## src/rtl/cjb_call_ret_ctrl_v.sv

```systemverilog
// cjbRISC subroutine call/return sequencer.
// Turns single-cycle CALL/RET requests into timed pushes/pops on the
// hardware return-address stack, and into PC-load pulses.
// Also tracks stack occupancy with sticky overflow/underflow flags.
module cjb_call_ret_ctrl_v #(
  parameter int unsigned WIDTH = 8,
  parameter int unsigned DEPTH = 4
) (
  input  logic             Clock,
  input  logic             Reset,
  input  logic             call,
  input  logic             ret,
  input  logic [WIDTH-1:0] ret_addr,
  input  logic [WIDTH-1:0] target,
  input  logic [WIDTH-1:0] stk_dout,
  output logic             stk_push,
  output logic             stk_pop,
  output logic [WIDTH-1:0] stk_din,
  output logic             pc_load,
  output logic [WIDTH-1:0] pc_out,
  output logic             busy,
  output logic [2:0]       depth,
  output logic             ovf,
  output logic             unf
);

  localparam int unsigned DEPTH_W = 3;

  typedef enum logic [1:0] {
    IDLE  = 2'd0,
    CPUSH = 2'd1,
    RPOP  = 2'd2,
    RCAP  = 2'd3
  } state_t;

  state_t             state_q, state_d;
  logic [WIDTH-1:0]   addr_q, addr_d;
  logic [WIDTH-1:0]   tgt_q, tgt_d;
  logic [WIDTH-1:0]   pc_out_q, pc_out_d;
  logic               pc_load_q, pc_load_d;
  logic [DEPTH_W-1:0] depth_q, depth_d;
  logic               ovf_q, ovf_d;
  logic               unf_q, unf_d;

  // State and datapath registers; Reset is synchronous and dominant.
  always_ff @(posedge Clock) begin
    if (Reset) begin
      state_q   <= IDLE;
      addr_q    <= '0;
      tgt_q     <= '0;
      pc_out_q  <= '0;
      pc_load_q <= 1'b0;
      depth_q   <= '0;
      ovf_q     <= 1'b0;
      unf_q     <= 1'b0;
    end else begin
      state_q   <= state_d;
      addr_q    <= addr_d;
      tgt_q     <= tgt_d;
      pc_out_q  <= pc_out_d;
      pc_load_q <= pc_load_d;
      depth_q   <= depth_d;
      ovf_q     <= ovf_d;
      unf_q     <= unf_d;
    end
  end

  // Next-state, occupancy tracking and PC-load sequencing.
  always_comb begin
    state_d   = state_q;
    addr_d    = addr_q;
    tgt_d     = tgt_q;
    pc_out_d  = pc_out_q;
    pc_load_d = 1'b0;
    depth_d   = depth_q;
    ovf_d     = ovf_q;
    unf_d     = unf_q;
    unique case (state_q)
      IDLE: begin
        // CALL wins over a simultaneous RET; the RET is dropped.
        if (call) begin
          addr_d  = ret_addr;
          tgt_d   = target;
          state_d = CPUSH;
        end else if (ret) begin
          state_d = RPOP;
        end
      end
      CPUSH: begin
        pc_out_d  = tgt_q;
        pc_load_d = 1'b1;
        state_d   = IDLE;
        // A full stack drops its oldest entry, so occupancy saturates.
        if (depth_q == DEPTH_W'(DEPTH)) begin
          ovf_d = 1'b1;
        end else begin
          depth_d = depth_q + DEPTH_W'(1);
        end
      end
      RPOP: begin
        state_d = RCAP;
        // An empty stack returns zero; occupancy stays at zero.
        if (depth_q == '0) begin
          unf_d = 1'b1;
        end else begin
          depth_d = depth_q - DEPTH_W'(1);
        end
      end
      RCAP: begin
        pc_out_d  = stk_dout;
        pc_load_d = 1'b1;
        state_d   = IDLE;
      end
      default: state_d = IDLE;
    endcase
  end

  // Stack strobes decode straight from state; they are mutually exclusive.
  assign stk_push = (state_q == CPUSH);
  assign stk_pop  = (state_q == RPOP);
  assign busy     = (state_q != IDLE);
  assign stk_din  = addr_q;
  assign pc_out   = pc_out_q;
  assign pc_load  = pc_load_q;
  assign depth    = depth_q;
  assign ovf      = ovf_q;
  assign unf      = unf_q;

endmodule

```

## config.mk

```make
export PLATFORM = sky130hd
export DESIGN_NAME = cjb_call_ret_ctrl_v
export DESIGN_NICKNAME = d
export VERILOG_FILES = /design/src/rtl/cjb_call_ret_ctrl_v.sv
export SDC_FILE = /design/constraint.sdc
export NUM_CORES = 1
export LEC_CHECK = 0
export BUFFER_PORTS_ARGS = -buffer_cell sky130_fd_sc_hd__buf_2
export CORE_MARGIN = 2
export CORE_UTILIZATION = 36
export DETAILED_ROUTE_END_ITERATION = 16
export SLEW_MARGIN = 30
export SYNTH_ARGS = -nofsm -noshare
export SYNTH_HDL_FRONTEND = slang
export SYNTH_SLANG_ARGS = --single-unit
```

## constraint.sdc

```tcl
create_clock -name Clock -period 1.7 [get_ports Clock]
set_input_delay 0.34 -clock Clock [delete_from_list [all_inputs] [get_ports Clock]]
set_output_delay 0.34 -clock Clock [all_outputs]
set_load 0.05 [all_outputs]
```

# --- Word-level counts from Yosys, hierarchy flattened ---
# Cells that the tools add are included.
op_classes:
  n_eq_ne: 7
  muxes: 8
  n_addsub: 2
  n_reduce_logical: 10
ops:
  columns: ["cell", "count"]
  rows:
  - ["one-hot mux 8 bit (2 select lines)", 1]
  - ["two-way mux 3 bit", 2]
  - ["one-hot mux 2 bit (3 select lines)", 1]
  - ["one-hot mux 3 bit (2 select lines)", 1]
  - ["AND reduction 2 bit", 3]
  - ["nonzero test 2 bit", 3]
  - ["== test 2 bit (second input constant)", 2]
  - ["two-way mux 2 bit", 2]
  - ["inequality test 2 bit (second input constant)", 2]
  - ["adder 3 x 1 -> 3 bit (second input constant)", 1]
  - ["== test 3 bit (second input constant)", 1]
  - ["logical NOT 3 bit", 1]
  - ["inequality test 3 bit (second input constant)", 1]
  - ["AND reduction 3 bit", 1]
  - ["subtractor 3 x 1 -> 3 bit (second input constant)", 1]
  - ["== test 2 x 1 -> 1 bit (second input constant)", 1]
  - ["logical NOT 2 bit", 1]
  - ["OR reduction 2 bit", 1]
  - ["two-way mux 1 bit", 1]
word_totals:
  ff_bits: 32
  word_cells: 35

# --- Depth between registers and ports, before layout ---
depth:
  depth_word: 3
  ltp_mapped: 7
  ltp_nobuf: 7

# --- Worst setup path before layout ---
# No wires, ideal clock.
synth_path:
  path_type: "reg-to-reg"
  start: "register state_q[0]"
  end: "register depth_q[2], in the netlist depth[2]"
  t_arrival_ns: 2.061
  stages_incl_launch_ff: 8
  path_buffers: 0
  path_slack_ns: -0.452
  synth_period_minus_slack_ns: 2.152
  cell_sequence: "dfxtp_1 -> inv_1 -> ha_1 -> inv_1 -> fa_1 -> xnor2_1 -> a31oi_1 -> a311oi_1"
synth_via:
  elab_chain_cells: 3
synth_lines:
  columns: ["item", "line", "text"]
  rows:
  - ["start, declared", "36", "state_t state_q, state_d;"]
  - ["start signal, assigned", "57", "state_q <= state_d;"]
  - ["== test 2 bit *", null, null]
  - ["named net stk_pop", "17", "output logic stk_pop,"]
  - ["inequality test 2 bit (no source line) or nonzero test 2 bit (tied branches)", null, null]
  - ["AND reduction 3 bit (no source line)", null, null]
  - ["end signal, assigned", "62", "depth_q <= depth_d;"]
  - ["end, declared", "41", "logic [DEPTH_W-1:0] depth_q, depth_d;"]
# The timed path passes the listed nets; every way through them passes the cells marked *.
# A chain may end at the register's enable or synchronous reset.

# --- Worst setup path after layout ---
layout_path:
  start: "register state_q[0]"
  end: "output busy"
layout_via:
  elab_chain_cells: 1
layout_lines:
  columns: ["item", "line", "text"]
  rows:
  - ["nonzero test 2 bit", "121", "assign busy = (state_q != IDLE);"]
  - ["end, declared", "21", "output logic busy,"]
# Every way passes these cells.

==> results.json <==
{
  "cts.path.max_buffers": 2,
  "fin_ws_ns": 0.0633,
  "syn-instance-count": 153,
  "gr-usage-all-layers_pct": 15.6,
  "synth_nets": 187,
  "drive_gt1_share_pct": 38.9,
  "grt_first_pass_wirelength_um": 5100,
  "hold_class": "primary input to register",
  "crit_slowest_cell": "dfxtp_2",
  "initial_core_util_pct": 37.5,
  "post_layout_nonfiller_instances": 259,
  "p_int_uw": 1660,
  "final_nets": 244,
  "tns_ns": 0,
  "fin_crit_ns": 1.64,
  "cts.clk_slew.worst_paths_ns": 0.06,
  "wire_per_inst_um": 12.0,
  "hold_buffers": 0,
  "comb_power_share_pct": 33.5,
  "seqPwrFrac_pct": 35.6,
  "arrival_ns": 1.30,
  "vias": 1202,
  "dp_slack_ns": 0.0298,
  "synthesis.area_um2": 1370,
  "critPathKind": "register to primary output",
  "cts_root_buffer": "clkbuf_8",
  "p_leak_uw": 0.000847,
  "avgSynthCellArea_um2": 8.98,
  "antenna_found_initial": 0,
  "fillCellCount": 352,
  "period_share_pct": 96.3,
  "drtIter0Drc": 64,
  "worst_pin_slew_ns": 0.576,
  "cts_tree": "done",
  "synth_cell_type_count": 27,
  "critPathMaxFanout": 4,
  "rsz0062_at_grt": "no",
  "status": "finished clean",
  "crit_cells": 5,
  "die_area_um2": 4330,
  "p_total_uw": 2540,
  "drtAntennaViolNets": 0,
  "gp_congestion": 0.740,
  "portBuffers": 52,
  "cts.sinks": 32,
  "grt_max_degree": 33,
  "yosysTopAreaCellShare_pct": 46.6,
  "reg2reg_depth": 7,
  "synth_area_leaders": "dfxtp_1 47%, nand2_1 9.3%, a21oi_1 6.6%",
  "switchingPower_uw": 887,
  "fin_worst_skew_ns": 0.00560,
  "max-vdd-ir-drop_v": 0.000793,
  "hold_depth": 3,
  "path_cells": "inv_1 > buf_4 > ha_1 > inv_1 > buf_6",
  "drc": 0,
  "power.density_nw_per_um2": 1360,
  "antenna_cells": 0,
  "synth_top_area_cell": "dfxtp_1",
  "cp_num_buf_inv": 4,
  "ys_seq_elements": 32,
  "rows": 22,
  "switching_share_pct": 34.9,
  "place_inst": 249,
  "dr.pass1.iters": 4,
  "dpl.hpwl_um": 2180,
  "cp_data_required_time_ns": 1.36,
  "area_growth_pct": 36.3,
  "worstSetupEndpointType": "primary output",
  "max_cap_viol_count": 0,
  "h-tree-depth": 2,
  "routed_wl_um": 3120,
  "clock_latency_ns": 0.27,
  "grt_pass1_vias": 1180,
  "ys_seq_area_share_pct": 46.6,
  "setup_violations": 0,
  "path_delay_family": "buffers and inverters",
  "ys_warn_count": 0,
  "die_w_um": 65.8,
  "slew_headroom_pct": 61.6,
  "crit_path_start_kind": "register",
  "hold_viol": 0,
  "clockPowerShare_pct": 30.9,
  "slew_viol_final": 0,
  "ioPinCount": 53,
  "max_stage_delay_ns": 0.33,
  "grt-ovfl-total": 0,
  "tritoncts.num_buffers": 5,
  "fmax_ghz": 0.611,
  "via_per_inst": 4.64,
  "fp.coreArea_um2": 3660,
  "fp.dieH_um": 65.8,
  "critPathMostFrequentCell": "inv_1"
}
[what timing repair did]
item | 4_1_cts | 5_1_grt
resized for setup | 5 | 5
setup buffers | 1 | 1
pin swaps | 0 | 1
endpoints found under the setup margin | 2 | 20
cloned | 0 | 0
[power by group through the flow]
stage               sequential [µW]  combinational (µW)  clock, µW
floorplan                      1120                 407          0
global placement                916                 777          0
detailed placement              921                 795          0
CTS                             904                 827        811
global route                    916                 924        846
finish                          905                 853        786
[cell families (layout without fill, tap and decap cells)]
logic type	Yosys count	in the layout	share of synthesized area, %
XOR/XNOR	1	1	0.638
multiplexers	17	17	13.1
adder cells (fa/ha/maj)	6	6	6.01
flip-flops	32	32	46.6
AND/OR/NAND/NOR	55	55	16.7
buffers and inverters	14	72	4.64
AO/OA/AOI/OAI	28	28	12.3
[final cells by class]
type	count	area, µm²	share of cell area [%]
multi-input combinational	107	707	37.7
sequential	32	643	34.3
timing repair buffer	58	314	16.8
clock buffer	7	96.3	5.14
tap	48	60.1	3.21
clock inverter	1	30.0	1.60
inverter	6	22.5	1.20
[layout by cell type, fill, tap and decap left out]
master and n:
xnor2_2 1, ha_4 2, nor2_1 15, clkbuf_8 7
dfxtp_2 2, mux2i_1 9, nand2_1 34, a311oi_1 1
bufinv_16 1, a211oi_1 2, ha_1 3, a2111oi_1 1
a211o_1 1, and2_2 1, buf_4 7, o21ba_1 1
fa_2 1, buf_6 1, nor2b_1 1, a31oi_1 2
nor3_1 1, a21oi_1 18, nor3b_2 1, a21boi_0 1
or3b_1 1, inv_1 6, dfxtp_1 30, mux2_2 8
buf_2 50, o211ai_1 1, nand2b_1 1
[layer usage]
layer / global-route usage, % / vias up / wire, µm
met4: 4.69 / 0 / 0
met5: 0 / - / 0
met3: 5.79 / 0 / 173
met2: 25.1 / 34 / 1520
li1: - / 625 / -
met1: 19.2 / 543 / 1430
[flip-flops by register name (all words and copies together) (netlist names)]
signal	cells
pc_out	8
stk_din	8
tgt_q	8
depth	3
state_q	2
ovf	1
pc_load	1
unf	1
[synthesized netlist by cell type (all sizes together)]
cell type and n:
nor2b 1, nand2 34, buf 5, a311oi 1, a21boi 1, a31oi 2
nor3b 1, a211o 1, a2111oi 1, clkbuf 3, xnor2 1, a21oi 18
nor2 15, a211oi 2, nand2b 1, or3b 1, nor3 1, inv 6
ha 5, o211ai 1, mux2i 9, fa 1, o21ba 1, and2 1
dfxtp 32, mux2 8
[worst register-to-register path, cell delays in order (launching register included)]
cell and delay [ns]:
dfxtp_2 0.32, inv_1 0.11, ha_4 0.14, inv_1 0.05, fa_2 0.39, xnor2_2 0.19
a31oi_1 0.11, a311oi_1 0.24
[worst paths after layout]
check	from	end	slack (ns)
setup / recovery	state_q[0]	busy	0.06
hold / removal	ret_addr[3]	stk_din[3]	0.30
hold reg to reg	tgt_q[1]	tgt_q[1]	0.45
setup reg to reg	state_q[0]	depth[2]	0.07
[stage by stage]
step / hold WS, ns / area (µm²) / utilization, %
6_report: 0.300 / 1870 / 51.2
2_1_floorplan: 0.412 / 1390 / -
5_1_grt: 0.289 / 1870 / 51.2
4_1_cts: 0.288 / 1850 / 50.6
3_3_place_gp: 0.440 / 1700 / 46.4
3_5_place_dp: 0.446 / 1700 / 46.4
No activity file was read; power rests on OpenSTA's default activity.
